$ cat config.mk
export PLATFORM = sky130hd
export DESIGN_NAME = cnn_fmap_window_gen_flat
export DESIGN_NICKNAME = d
export VERILOG_FILES = /design/src/rtl/cnn_fmap_window_gen_pkg.sv /design/src/rtl/cnn_fmap_window_gen_if.sv /design/src/rtl/cnn_line_buffer.sv /design/src/rtl/cnn_fmap_window_gen.sv /design/src/flat_wrapper.sv
export SDC_FILE = /design/constraint.sdc
export NUM_CORES = 1
export LEC_CHECK = 0
export CAP_MARGIN = 10
export CELL_PAD_IN_SITES_DETAIL_PLACEMENT = 1
export CELL_PAD_IN_SITES_GLOBAL_PLACEMENT = 1
export CORE_ASPECT_RATIO = 1.2
export CORE_UTILIZATION = 52
export DETAILED_ROUTE_END_ITERATION = 7
export PLACE_DENSITY = 0.82
export SKIP_CTS_REPAIR_TIMING = 1
export SLEW_MARGIN = 20
export SYNTH_ARGS = -nofsm -noshare
export SYNTH_HDL_FRONTEND = slang
export SYNTH_SLANG_ARGS = --single-unit
$ cat constraint.sdc
create_clock -name clk -period 3.4 [get_ports clk]
set_input_delay 0.68 -clock clk [delete_from_list [all_inputs] [get_ports clk]]
set_output_delay 0.68 -clock clk [all_outputs]
set_load 0.05 [all_outputs]
$ cat src/rtl/cnn_fmap_window_gen_pkg.sv
// Shared constants and types for the cnn_fmap_window_gen producer.
// CNN_* values are shared with cnn_core so producer and consumer agree on widths.
package cnn_fmap_window_gen_pkg;

    localparam int unsigned CNN_CI     = 1;
    localparam int unsigned CNN_KX     = 3;
    localparam int unsigned CNN_KY     = 3;
    localparam int unsigned CNN_I_F_BW = 8;
    localparam int unsigned CNN_WIN_BW = CNN_CI * CNN_KX * CNN_KY * CNN_I_F_BW;

    localparam int unsigned DEF_IMG_W = 28;
    localparam int unsigned DEF_IMG_H = 28;

    typedef enum logic {
        S_FILL = 1'b0,
        S_RUN  = 1'b1
    } state_e;

    // Bit offset of element (ci, ky, kx) inside a packed window.
    function automatic int elem_offset(input int ci, input int ky, input int kx,
                                       input int n_ky, input int n_kx, input int bw);
        return ((ci * n_ky + ky) * n_kx + kx) * bw;
    endfunction

endpackage

$ cat src/rtl/cnn_fmap_window_gen_if.sv
// Pixel-in / window-out bundle of cnn_fmap_window_gen.
//   i_pix_valid, i_pix               : raster pixel stream (no backpressure)
//   o_win_valid, o_win_fmap          : one-cycle window strobe and packed window
//   o_frame_done                     : pulse with the last window of a frame
// slave = window generator side, master = pixel source / window consumer side.
interface cnn_fmap_window_gen_if
    import cnn_fmap_window_gen_pkg::*;
#(
    parameter int unsigned PIX_BW = CNN_CI * CNN_I_F_BW,
    parameter int unsigned WIN_BW = CNN_WIN_BW
) ();

    logic              i_pix_valid;
    logic [PIX_BW-1:0] i_pix;
    logic              o_win_valid;
    logic [WIN_BW-1:0] o_win_fmap;
    logic              o_frame_done;

    modport slave (
        input  i_pix_valid, i_pix,
        output o_win_valid, o_win_fmap, o_frame_done
    );

    modport master (
        output i_pix_valid, i_pix,
        input  o_win_valid, o_win_fmap, o_frame_done
    );

endinterface

$ cat src/rtl/cnn_line_buffer.sv
// One image-row delay: DEPTH-deep shift register that advances only on en_i.
//   clk    : clock
//   en_i   : shift enable (accepted pixel)
//   din_i  : pixel entering the row delay
//   dout_o : pixel accepted DEPTH shifts ago (same column, previous row)
// Contents are never cleared; they are overwritten before being used.
module cnn_line_buffer #(
    parameter int unsigned DEPTH = 28,
    parameter int unsigned WIDTH = 8
) (
    input  logic             clk,
    input  logic             en_i,
    input  logic [WIDTH-1:0] din_i,
    output logic [WIDTH-1:0] dout_o
);

    logic [WIDTH-1:0] mem_q [DEPTH];

    always_ff @(posedge clk) begin
        if (en_i) begin
            mem_q[0] <= din_i;
            for (int i = 1; i < int'(DEPTH); i++) begin
                mem_q[i] <= mem_q[i-1];
            end
        end
    end

    assign dout_o = mem_q[DEPTH-1];

endmodule

$ cat src/rtl/cnn_fmap_window_gen.sv
// Sliding-window generator feeding cnn_core: raster pixels in, KX x KY x CI windows out
// (stride 1, no padding). One window strobe per accepted pixel whose window is complete.
//   clk          : clock
//   reset        : asynchronous, active-high
//   i_soft_reset : synchronous clear with the same effect as reset; wins over a pixel
//   bus          : pixel stream in, window / frame_done out (slave modport)
module cnn_fmap_window_gen
    import cnn_fmap_window_gen_pkg::*;
#(
    parameter int unsigned CI     = CNN_CI,
    parameter int unsigned KX     = CNN_KX,
    parameter int unsigned KY     = CNN_KY,
    parameter int unsigned I_F_BW = CNN_I_F_BW,
    parameter int unsigned IMG_W  = DEF_IMG_W,
    parameter int unsigned IMG_H  = DEF_IMG_H
) (
    input  logic                 clk,
    input  logic                 reset,
    input  logic                 i_soft_reset,
    cnn_fmap_window_gen_if.slave bus
);

    localparam int unsigned PIX_BW = CI * I_F_BW;
    localparam int unsigned WIN_BW = CI * KX * KY * I_F_BW;
    localparam int unsigned XW     = (IMG_W > 1) ? $clog2(IMG_W) : 1;
    localparam int unsigned YW     = (IMG_H > 1) ? $clog2(IMG_H) : 1;

    localparam logic [XW-1:0] X_LAST      = XW'(IMG_W - 1);
    localparam logic [XW-1:0] X_EMIT      = XW'(KX - 1);
    localparam logic [YW-1:0] Y_LAST      = YW'(IMG_H - 1);
    localparam logic [YW-1:0] Y_FILL_LAST = YW'(KY - 2);

    logic              accept, emit, last_pix;
    logic [XW-1:0]     x_cnt_q, x_cnt_d;
    logic [YW-1:0]     y_cnt_q, y_cnt_d;
    state_e            state_q, state_d;
    logic              valid_q, done_q;
    logic [WIN_BW-1:0] fmap_q, fmap_d;

    // chain[0] is the live pixel, chain[k+1] is the output of row delay k.
    logic [PIX_BW-1:0] chain [KY];
    logic [PIX_BW-1:0] win_q [KY][KX];
    logic [PIX_BW-1:0] win_d [KY][KX];

    // A pixel coinciding with soft reset is dropped.
    assign accept   = bus.i_pix_valid & ~i_soft_reset;
    assign last_pix = (x_cnt_q == X_LAST) && (y_cnt_q == Y_LAST);
    assign emit     = accept && (state_q == S_RUN) && (x_cnt_q >= X_EMIT);

    assign chain[0] = bus.i_pix;

    for (genvar k = 0; k < int'(KY) - 1; k++) begin : g_rows
        cnn_line_buffer #(
            .DEPTH (IMG_W),
            .WIDTH (PIX_BW)
        ) u_line (
            .clk    (clk),
            .en_i   (accept),
            .din_i  (chain[k]),
            .dout_o (chain[k+1])
        );
    end

    // Window shifts left one column per pixel; row r takes its new column from chain[KY-1-r],
    // so row KY-1 is the live row and row 0 the oldest.
    always_comb begin
        win_d = win_q;
        if (accept) begin
            for (int r = 0; r < int'(KY); r++) begin
                for (int c = 0; c < int'(KX) - 1; c++) begin
                    win_d[r][c] = win_q[r][c+1];
                end
                win_d[r][KX-1] = chain[KY-1-r];
            end
        end
    end

    always_comb begin
        fmap_d = '0;
        for (int ci = 0; ci < int'(CI); ci++) begin
            for (int ky = 0; ky < int'(KY); ky++) begin
                for (int kx = 0; kx < int'(KX); kx++) begin
                    fmap_d[elem_offset(ci, ky, kx, int'(KY), int'(KX), int'(I_F_BW)) +: I_F_BW] =
                        win_d[ky][kx][ci*I_F_BW +: I_F_BW];
                end
            end
        end
    end

    always_comb begin
        x_cnt_d = x_cnt_q;
        y_cnt_d = y_cnt_q;
        state_d = state_q;
        if (accept) begin
            if (x_cnt_q == X_LAST) begin
                x_cnt_d = '0;
                y_cnt_d = (y_cnt_q == Y_LAST) ? '0 : y_cnt_q + 1'b1;
            end else begin
                x_cnt_d = x_cnt_q + 1'b1;
            end
            case (state_q)
                S_FILL:  if (x_cnt_q == X_LAST && y_cnt_q == Y_FILL_LAST) state_d = S_RUN;
                S_RUN:   if (last_pix) state_d = S_FILL;
                default: state_d = S_FILL;
            endcase
        end
    end

    always_ff @(posedge clk or posedge reset) begin
        if (reset) begin
            x_cnt_q <= '0;
            y_cnt_q <= '0;
            state_q <= S_FILL;
            valid_q <= 1'b0;
            done_q  <= 1'b0;
            fmap_q  <= '0;
        end else if (i_soft_reset) begin
            x_cnt_q <= '0;
            y_cnt_q <= '0;
            state_q <= S_FILL;
            valid_q <= 1'b0;
            done_q  <= 1'b0;
            fmap_q  <= '0;
        end else begin
            x_cnt_q <= x_cnt_d;
            y_cnt_q <= y_cnt_d;
            state_q <= state_d;
            valid_q <= emit;
            done_q  <= emit & last_pix;
            if (emit) fmap_q <= fmap_d;
        end
    end

    // Window storage is data only; stale columns are never exposed, so no reset.
    always_ff @(posedge clk) begin
        win_q <= win_d;
    end

    assign bus.o_win_valid  = valid_q;
    assign bus.o_frame_done = done_q;
    assign bus.o_win_fmap   = fmap_q;

endmodule

$ cat src/flat_wrapper.sv
// flat-port wrapper written by rule: the top's interface ports become plain ports
module cnn_fmap_window_gen_flat import cnn_fmap_window_gen_pkg::*;
#(
    parameter int unsigned CI     = CNN_CI,
    parameter int unsigned KX     = CNN_KX,
    parameter int unsigned KY     = CNN_KY,
    parameter int unsigned I_F_BW = CNN_I_F_BW,
    parameter int unsigned IMG_W  = DEF_IMG_W,
    parameter int unsigned IMG_H  = DEF_IMG_H
)
  (clk, reset, i_soft_reset, bus_i_pix_valid, bus_i_pix, bus_o_win_valid, bus_o_win_fmap, bus_o_frame_done);
  cnn_fmap_window_gen_if #(.PIX_BW(8), .WIN_BW(72)) bus_i ();
  input  logic clk;
  input  logic reset;
  input  logic i_soft_reset;
  input wire logic [$bits(bus_i.i_pix_valid)-1:0] bus_i_pix_valid;
  input wire logic [$bits(bus_i.i_pix)-1:0] bus_i_pix;
  output wire logic [$bits(bus_i.o_win_valid)-1:0] bus_o_win_valid;
  output wire logic [$bits(bus_i.o_win_fmap)-1:0] bus_o_win_fmap;
  output wire logic [$bits(bus_i.o_frame_done)-1:0] bus_o_frame_done;
  assign bus_i.i_pix_valid = bus_i_pix_valid;
  assign bus_i.i_pix = bus_i_pix;
  assign bus_o_win_valid = bus_i.o_win_valid;
  assign bus_o_win_fmap = bus_i.o_win_fmap;
  assign bus_o_frame_done = bus_i.o_frame_done;
  cnn_fmap_window_gen #(.CI(CI), .KX(KX), .KY(KY), .I_F_BW(I_F_BW), .IMG_W(IMG_W), .IMG_H(IMG_H)) u_core (.clk(clk), .reset(reset), .i_soft_reset(i_soft_reset), .bus(bus_i));
endmodule
==> impl_metrics.py, run 1 <==
metrics = {
    "placed_design": {
        "pre_cts_ws_ps": 555.2,
        "gp_congestion": 0.7302,
        "portBuffers": 85,
        "dp_hpwl_um": 18880,
    },
    "yosys": {
        "synth_cells": 943,
        "synthAdderAreaFrac_pct": 0.2643,
        "synth.net_count": 959,
        "yosys_register_bits": 581,
        "synth.largest_area_cell": "edfxtp_1",
        "ys_seq_area_share_pct": 87.34,
        "syn_area_mm2": 0.01894,
        "synth_top_area_share_pct": 71.04,
        "synthDistinctLibCells": 31,
        "synth.area.mux_share_pct": 6.712,
        "synthTopCellsByArea": "edfxtp_1 (71%), dfrtp_1 (11%), dfxtp_1 (5.1%)",
        "synthXorXnorAreaFrac_pct": 0.04625,
        "avgSynthCellArea_um2": 20.08,
        "synth_top_family_by_area": "multiplexers",
        "synth-compound-area-share_pct": 0.5616,
        "ys_warn_count": 0,
        "yosys.area_share.simple_pct": 3.891,
    },
    "sta": {
        "rsz0062_at_grt": "false",
        "finalSetupViolCount": 0,
        "worst_slack_ps": 893.2,
        "post-route-period-util_pct": 73.73,
        "fin_tns_setup_ps": 0,
        "skew_ps": 26.92,
        "fmax_ghz": 0.3989,
        "finalCriticalPeriod_ps": 2507,
        "slew_viol_final": 0,
        "hold_violations": 0,
        "maxSlewHeadroom_pct": 54.28,
        "tightest_slew_ps": 685.8,
    },
    "clocking": {
        "cts_tree": "done",
        "ctsHtreeMaxLevel": 2,
        "clkTransAtPathRegs_ps": 70,
        "cts_sinks": 581,
        "cts.path.max_buffers": 3,
        "clk_latency_ps": 580,
        "cts_made_buffers": 53,
        "cts_root_buf": "clkbuf_16",
    },
    "layout": {
        "drive_gt1_share_pct": 14.50,
        "nFillCells": 3025,
        "n_antenna_cell": 0,
        "final_common_cell": "edfxtp_1",
        "layout.nets": 1088,
        "area_growth_pct": 17.82,
        "layout_common_cells": "edfxtp_1 (448), nand2_1 (154), clkdlybuf4s50_1 (85), dfrtp_1 (85), mux2i_1 (73)",
    },
    "critical_path": {
        "crit_path_end_kind": "output pin",
        "crit_slowest_cell": "clkdlybuf4s50_1",
        "critical_path_peak_fanout": 2,
        "critical_path.cell_chain": "clkdlybuf4s50_1",
        "crit_arrival_ps": 1830,
        "path_class": "flip-flop to output pin",
        "cp_data_required_time_ps": 2720,
        "cp-start-kind": "flip-flop",
        "critPathMaxStageDelay_ps": 850,
        "rrSetupSlack_ps": 1310,
        "path_buf_inv": 1,
        "critPathTopFamily": "buffers and inverters",
    },
    "die": {
        "design.core.area_mm2": 0.03585,
        "die_w_um": 176.2,
        "rows": 76,
        "start_util_pct": 52.83,
        "pin_count": 86,
        "dieHeight_um": 211.1,
        "dieArea_mm2": 0.03719,
    },
    "routing": {
        "num_vias": 8257,
        "wirelength_um": 33960,
        "wl_per_cell_um": 21.43,
        "first_pass_iters": 5,
        "drc": 0,
        "vias_per_cell": 5.209,
        "ant_nets": 0,
        "drt_iter0_drc": 642,
    },
    "outcome": {
        "outcome": "finished, final reports clean",
    },
    "global_routing": {
        "grt_pass1_vias": 8946,
        "overflow": 0,
        "grt_util_all_layers_pct": 18.90,
        "antenna_found_initial": 1,
        "grt_pass1_wl_um": 52600,
        "grt_max_degree": 149,
    },
    "hold_path": {
        "hp-class": "flip-flop to flip-flop",
    },
    "power_and_ir_drop": {
        "p_leak_nw": 7.819,
        "cellPowerDensity_mw_per_mm2": 660.5,
        "vdd_drop_max_mv": 0.4375,
    },
    "flow_run": {
        "drv_cap": 0,
    },
}
[kinds of logic after synthesis]
family / after synthesis
buffers and inverters: 41
DFF: 581
adders and majority gates: 4
muxes: 121
xor gates and xnor gates: 1
and+or+nand+nor: 179
AOI/OAI and AO/OA: 16
[metrics by stage]
stage               power [mW]  area, um^2  cells  hold WS [ps]  utilization [%]
finish                   14.74       22310   1585         409.4            62.24
global route             15.14       22310   1585         419.6            62.24
CTS                      14.89       22310   1585         407.2            62.24
detailed placement       8.666       20480   1485         405.5            57.14
global placement         8.605       20480   1485         400.8            57.14
floorplan                8.478       18960    943         400.3                -
[cell type report]
type | instances | area, um^2 | share of cell area (%)
sequential | 581 | 16540 | 74.13
multi-input combinational | 321 | 2181 | 9.774
clock buffer | 69 | 1469 | 6.583
timing repair buffer | 109 | 1144 | 5.125
tap | 468 | 585.6 | 2.624
clock inverter | 31 | 359.1 | 1.609
inverter | 6 | 33.78 | 0.1514
[power by group]
group / leakage, nW / internal, mW / switching (mW)
registers: 5.80 / 7.99 / 0.156
logic: 1.12 / 0.148 / 0.234
clock network: 0.907 / 3.66 / 2.55
total: 7.82 / 11.8 / 2.94
[synthesized netlist by cell type]
cell type	count
a211o_1	1
a21oi_1	5
a31oi_1	1
a32o_1	1
and2_1	1
and3b_1	1
buf_2	8
buf_6	8
clkbuf_1	19
dfrtp_1	85
dfxtp_1	48
edfxtp_1	448
ha_1	4
inv_1	6
mux2_2	48
mux2i_1	73
nand2_1	154
nand3_1	6
nand3b_1	2
nand4b_1	5
nor2_1	3
nor3_1	3
nor4_1	1
o211a_1	1
o21ai_0	4
o311ai_0	2
o41ai_1	1
or3_1	1
or3b_2	1
or4_1	1
xnor2_1	1
[per-layer routing]
layer  global-route usage (%)  vias to the layer above  part of all wire (%)
li1                         -                     3753                     -
met1                    24.31                     4246                    42
met2                    32.42                      196                    52
met3                    3.420                       62                   3.7
met4                    6.357                        0                   2.5
met5                        0                        -                     0
[worst paths after layout]
path	start	to	cells past startpoint
worst max-delay path	u_core.bus.o_win_fmap[38]	bus_o_win_fmap[38]	1
worst min-delay path	u_core.g_rows[0].u_line.mem_q[1][55]	u_core.g_rows[0].u_line.mem_q[1][63]	0
worst max register to register	u_core.x_cnt_q[0]	u_core.bus.o_win_fmap[9]	6
worst min register to register	u_core.g_rows[0].u_line.mem_q[1][55]	u_core.g_rows[0].u_line.mem_q[1][63]	0
max in group asynchronous	reset	u_core.bus.o_win_fmap[26]	3
min in group asynchronous	reset	u_core.bus.o_win_fmap[45]	2
[registers in the layout (all words and copies together), names as in the netlist]
register and count:
u_core.win_q 48, u_core.state_q 1, u_core.bus.o_frame_done 1, u_core.bus.o_win_valid 1, u_core.bus.o_win_fmap 72, u_core.x_cnt_q 5
u_core.g_rows.u_line.mem_q 448, u_core.y_cnt_q 5
No activity file was read; power rests on OpenSTA's default activity.
==> inputs of run 2 (changes only) <==
- clock period: 3.4 -> 2.5 ns (I/O delays scaled with it)
==> run 2 against run 1 <==
Compared with the run above:
- non-clock buffer count rose by 17
- sequential share of layout area fell by 0.14 points
- clock-buffer cell count rose by 4
- clock power rose by 27%
- sequential power rose by 36%
- clock skew fell by 15 ps
- routed wire length barely moved
- cell count rose by 1.0%
- final area rose by 0.19%
- highest routed layer unchanged
==> impl_metrics.py, run 2 (synthesized netlist as in run 1, its figures left out) <==
metrics = {
    "outcome": {
        "outcome": "finished, final reports clean",
    },
    "critical_path": {
        "crit_arrival_ps": 1810,
        "cp_data_required_time_ps": 2000,
        "crit_path_end_kind": "output pin",
        "cp-start-kind": "flip-flop",
        "critPathTopFamily": "buffers and inverters",
        "path_buf_inv": 1,
        "critical_path.cell_chain": "clkdlybuf4s50_1",
        "critPathMaxStageDelay_ps": 860,
        "rr_worst_depth": 5,
        "critical_path_peak_fanout": 2,
        "rrSetupSlack_ps": 370,
        "r2r_end": "u_core.bus.o_win_fmap[60]",
        "reg2reg_from": "u_core.x_cnt_q[1]",
        "crit_slowest_cell": "clkdlybuf4s50_1",
        "path_class": "flip-flop to output pin",
    },
    "power_and_ir_drop": {
        "internal_power_mw": 15.49,
        "seqPwrFrac_pct": 56.8,
        "total_power_mw": 19.50,
        "swShare_pct": 20.58,
        "clkPwrFrac_pct": 40.3,
        "cellPowerDensity_mw_per_mm2": 872.4,
        "comb_power_share_pct": 2.9,
        "p_leak_nw": 7.833,
        "switchingPower_mw": 4.013,
        "vdd_drop_max_mv": 0.5437,
    },
    "routing": {
        "wl_met2_um": 17280,
        "wl_met3_um": 1407,
        "num_vias": 8382,
        "highest_layer": "met4",
        "drt-met1-wl_um": 14450,
        "ant_nets": 0,
        "vias_per_cell": 5.235,
        "wirelength_um": 33990,
        "drc": 0,
        "wl_per_cell_um": 21.23,
        "first_pass_iters": 4,
        "drt_iter0_drc": 437,
    },
    "hold_path": {
        "hp-class": "primary input to asynchronous set/reset pin",
    },
    "global_routing": {
        "antenna_found_initial": 1,
        "grt_util_all_layers_pct": 18.96,
        "overflow": 0,
        "grt_max_degree": 149,
        "grt_pass1_wl_um": 52670,
        "grt_pass1_vias": 8965,
    },
    "sta": {
        "post-route-period-util_pct": 92.24,
        "finalSetupViolCount": 0,
        "maxSlewHeadroom_pct": 56.65,
        "tightest_slew_ps": 650.2,
        "worst_slack_ps": 194.0,
        "skew_ps": 11.59,
        "hold_violations": 0,
        "slew_viol_final": 0,
        "fmax_ghz": 0.4337,
        "rsz0062_at_grt": "false",
        "finalCriticalPeriod_ps": 2306,
    },
    "die": {
        "start_util_pct": 52.83,
        "design.core.area_mm2": 0.03585,
        "die_w_um": 176.2,
        "dieHeight_um": 211.1,
        "pin_count": 86,
        "rows": 76,
        "dieArea_mm2": 0.03719,
    },
    "clocking": {
        "clkTransAtPathRegs_ps": 70,
        "cts_made_buffers": 53,
        "cts_tree": "done",
        "clk_latency_ps": 570,
        "cts_sinks": 581,
        "cts_root_buf": "clkbuf_16",
        "ctsHtreeMaxLevel": 2,
        "cts.path.max_buffers": 3,
    },
    "placed_design": {
        "portBuffers": 85,
        "pre_cts_ws_ps": 205.7,
        "dp_hpwl_um": 19040,
        "gp_congestion": 0.7048,
    },
    "layout": {
        "nFillCells": 3029,
        "drive_gt1_share_pct": 15.09,
        "largest_register": "u_core.g_rows.u_line.mem_q",
        "area_growth_pct": 18.04,
        "n_antenna_cell": 0,
        "layout.nets": 1105,
        "final_common_cell": "edfxtp_1",
        "layout_common_cells": "edfxtp_1 (448), nand2_1 (154), clkdlybuf4s50_1 (85), dfrtp_1 (85), mux2i_1 (73)",
        "largest_register_ffs": 448,
    },
    "flow_run": {
        "drv_cap": 0,
    },
}
==> run 2: cell types whose count changed in the layout (fill, tap and decap cells not counted), sizes merged <==
cell | previous run | this run
bufinv | 8 | 4
inv | 7 | 8
clkinvlp | 1 | 3
buf | 24 | 41
clkinv | 21 | 17
clkbuf | 69 | 73
==> run 2: layout make-up <==
cell class / instances / area (um^2) / share of cell area (%)
Clock buffer: 73 / 1411 / 6.314
Sequential cell: 581 / 16540 / 74.00
Inverter: 6 / 36.28 / 0.1623
Clock inverter: 26 / 265.3 / 1.187
Timing Repair Buffer: 126 / 1334 / 5.967
Tap cell: 468 / 585.6 / 2.620
Multi-Input combinational cell: 321 / 2181 / 9.756
==> run 2: worst max path at each step <==
stage / from / endpoint / slack [ps] / depth (start not counted)
3_5_place_dp: i_soft_reset / u_core.g_rows[1].u_line.mem_q[0][38] / 210 / 6
3_3_place_gp: i_soft_reset / u_core.g_rows[0].u_line.mem_q[0][68] / 260 / 6
6_report: u_core.bus.o_win_fmap[38] / bus_o_win_fmap[38] / 190 / 1
4_1_cts: u_core.bus.o_win_fmap[38] / bus_o_win_fmap[38] / 140 / 1
2_1_floorplan: bus_i_pix_valid / u_core.win_q[63] / -130 / 5
5_1_grt: u_core.bus.o_win_fmap[38] / bus_o_win_fmap[38] / 130 / 1
==> run 2: layer usage <==
metal,global-route usage (%),vias up
li1,-,3801
met1,24.81,4315
met2,32.34,203
met3,3.222,63
met4,6.177,0
met5,0,-
==> run 2: metrics by stage <==
stage               hold slack (ps)  TNS [ps]  util, %  cell area (um^2)  cells
finish                        337.9         0    62.36             22350   1601
global route                  335.9         0    62.36             22350   1601
CTS                           317.2         0    62.36             22350   1601
detailed placement            405.1         0    57.68             20680   1502
global placement              400.7         0    57.68             20680   1502
floorplan                     400.3    -127.1        -             18960    943
==> run 2: worst reg2reg max path, delay by kind of cell (launching register included) <==
family	cells	cell delay [ps]
AO/OA/AOI/OAI	1	310
flip-flops	1	480
buffers and inverters	1	190
AND/OR/NAND/NOR	1	490
adder cells (fa/ha/maj)	1	230
multiplexers	1	320
==> run 2: power groups by stage <==
stage / Combinational [mW] / Sequential, mW / Clock, mW
6_report: 0.558 / 11.1 / 7.87
5_1_grt: 0.612 / 11.1 / 8.37
4_1_cts: 0.571 / 11.1 / 8.06
3_5_place_dp: 0.562 / 11.3 / 0
3_3_place_gp: 0.512 / 11.2 / 0
2_1_floorplan: 0.360 / 11.2 / 0
==> inputs of run 3 (changes only) <==
- CAP_MARGIN: 10 -> 20
- clock period: 2.5 -> 2.17 ns (I/O delays scaled with it)
==> run 3 against run 2 <==
Compared with the run above:
- flip-flop and latch count unchanged
- power rose by 14%
- sequential share of layout area shrank 0.75 points
- final area up 1.0%
- global-route usage increased by 0.29 points
- cell count fell by 0.12%
- highest routed layer unchanged
- first-iteration DRC count grew 40%
==> impl_metrics.py, run 3 (synthesized netlist as in run 1, its figures left out) <==
metrics = {
    "layout": {
        "layout_common_cells": "edfxtp_1 (448), nand2_1 (153), dfrtp_1 (85)",
        "largest_register_ffs": 448,
        "layout.nets": 1103,
        "area_growth_pct": 19.25,
        "n_antenna_cell": 0,
        "final_common_cell": "edfxtp_1",
        "finish.instance_area_mm2": 0.02258,
        "largest_register": "u_core.g_rows.u_line.mem_q",
        "drive_gt1_share_pct": 15.47,
    },
    "global_routing": {
        "overflow": 0,
        "grt_max_degree": 149,
        "grt_util_all_layers_pct": 19.25,
        "grt_pass1_vias": 8992,
        "grt_pass1_wl_um": 53360,
        "antenna_found_initial": 1,
    },
    "clocking": {
        "cts.path.max_buffers": 3,
        "ctsHtreeMaxLevel": 2,
        "cts_tree": "done",
        "clkTransAtPathRegs_ps": 70,
        "cts_root_buf": "clkbuf_16",
        "clk_latency_ps": 570,
        "cts_made_buffers": 52,
        "cts_sinks": 581,
    },
    "sta": {
        "finalCriticalPeriod_ps": 2076,
        "post-route-period-util_pct": 95.69,
        "rsz0062_at_grt": "false",
        "tightest_slew_ps": 634.4,
        "worst_slack_ps": 93.57,
        "finalSetupViolCount": 0,
        "holdWs_ps": 357.5,
        "fmax_ghz": 0.4816,
        "skew_ps": 19.83,
        "maxSlewHeadroom_pct": 57.70,
        "hold_violations": 0,
        "slew_viol_final": 0,
    },
    "critical_path": {
        "critical_path_peak_fanout": 14,
        "path_class": "flip-flop to flip-flop",
        "crit_path_end_kind": "flip-flop",
        "crit_arrival_ps": 2540,
        "cp_data_required_time_ps": 2640,
        "cp-start-kind": "flip-flop",
    },
    "power_and_ir_drop": {
        "p_leak_nw": 9.203,
        "total_power_mw": 22.27,
        "vdd_drop_max_mv": 0.7086,
        "cellPowerDensity_mw_per_mm2": 986.0,
    },
    "routing": {
        "first_pass_iters": 4,
        "drc": 0,
        "wl_per_cell_um": 21.95,
        "num_vias": 8377,
        "wirelength_um": 35090,
        "vias_per_cell": 5.239,
        "ant_nets": 0,
        "drt_iter0_drc": 610,
    },
    "die": {
        "dieArea_mm2": 0.03719,
        "pin_count": 86,
        "die_w_um": 176.2,
        "design.core.area_mm2": 0.03585,
        "dieHeight_um": 211.1,
        "rows": 76,
        "start_util_pct": 52.83,
    },
    "placed_design": {
        "portBuffers": 85,
        "pre_cts_ws_ps": 38.83,
        "dp_hpwl_um": 19080,
        "gp_congestion": 0.7453,
        "dpl_cell_area_mm2": 0.02076,
    },
    "hold_path": {
        "hp-class": "primary input to asynchronous set/reset pin",
    },
    "outcome": {
        "outcome": "finished, final reports clean",
    },
    "flow_run": {
        "drv_cap": 0,
    },
}
run 3: cell types whose count changed in the layout (fill, tap and decap cells not counted), sizes merged:
cell / before / now
clkdlybuf4s50: 85 / 11
dlymetal6s2s: 0 / 72
clkbuf: 73 / 77
bufinv: 4 / 1
buf: 41 / 42
clkinv: 17 / 16
inv: 8 / 7
run 3: area by class of cell:
cell class                      instances  area, um^2
Sequential cell                       581       16540
Fill cell                            2997       13270
Multi-Input combinational cell        321        2188
Timing Repair Buffer                  125        1589
Clock buffer                           77        1496
Tap cell                              468       585.6
Clock inverter                         21       142.6
Inverter                                6       41.29
run 3: power breakdown:
group / switching [mW] / internal [mW]
clock: 3.93 / 4.91
combinational: 0.385 / 0.277
sequential: 0.250 / 12.5
total: 4.57 / 17.7
run 3: path summary, 6_finish.rpt:
check	startpoint	endpoint	slack, ps	cells after the start
max in group asynchronous	reset	u_core.bus.o_win_fmap[49]	1420	3
min reg2reg	u_core.g_rows[0].u_line.mem_q[0][113]	u_core.g_rows[0].u_line.mem_q[0][121]	410	0
max	u_core.x_cnt_q[0]	u_core.bus.o_win_fmap[40]	90	6
max reg2reg	u_core.x_cnt_q[0]	u_core.bus.o_win_fmap[40]	90	6
min	reset	u_core.x_cnt_q[1]	360	3
min in group clk	u_core.g_rows[0].u_line.mem_q[0][113]	u_core.g_rows[0].u_line.mem_q[0][121]	410	0
run 3: through the flow:
step           TNS (ps)  utilization (%)  std cells
4_1_cts           -2976            62.49       1599
3_5_place_dp          0            57.92       1501
6_report              0            63.00       1599
5_1_grt               0            63.00       1599
2_1_floorplan    -42200                -        943
3_3_place_gp          0            57.92       1501
run 3: metal layers:
layer	part of all wire [%]	GRT usage (%)	wire length (um)	up-vias
met5	0	0	0	-
met4	2.3	5.637	819	0
met3	4.2	3.420	1489	61
met2	51	33.06	17980	220
met1	42	25.13	14810	4312
li1	-	-	-	3784
run 3: critical path, stage by stage (launching register included):
cell and delay [ps]:
dfrtp_1 420, inv_1 100, ha_1 220, or4_1 460, o211a_4 300, buf_4 230
mux2i_1 220
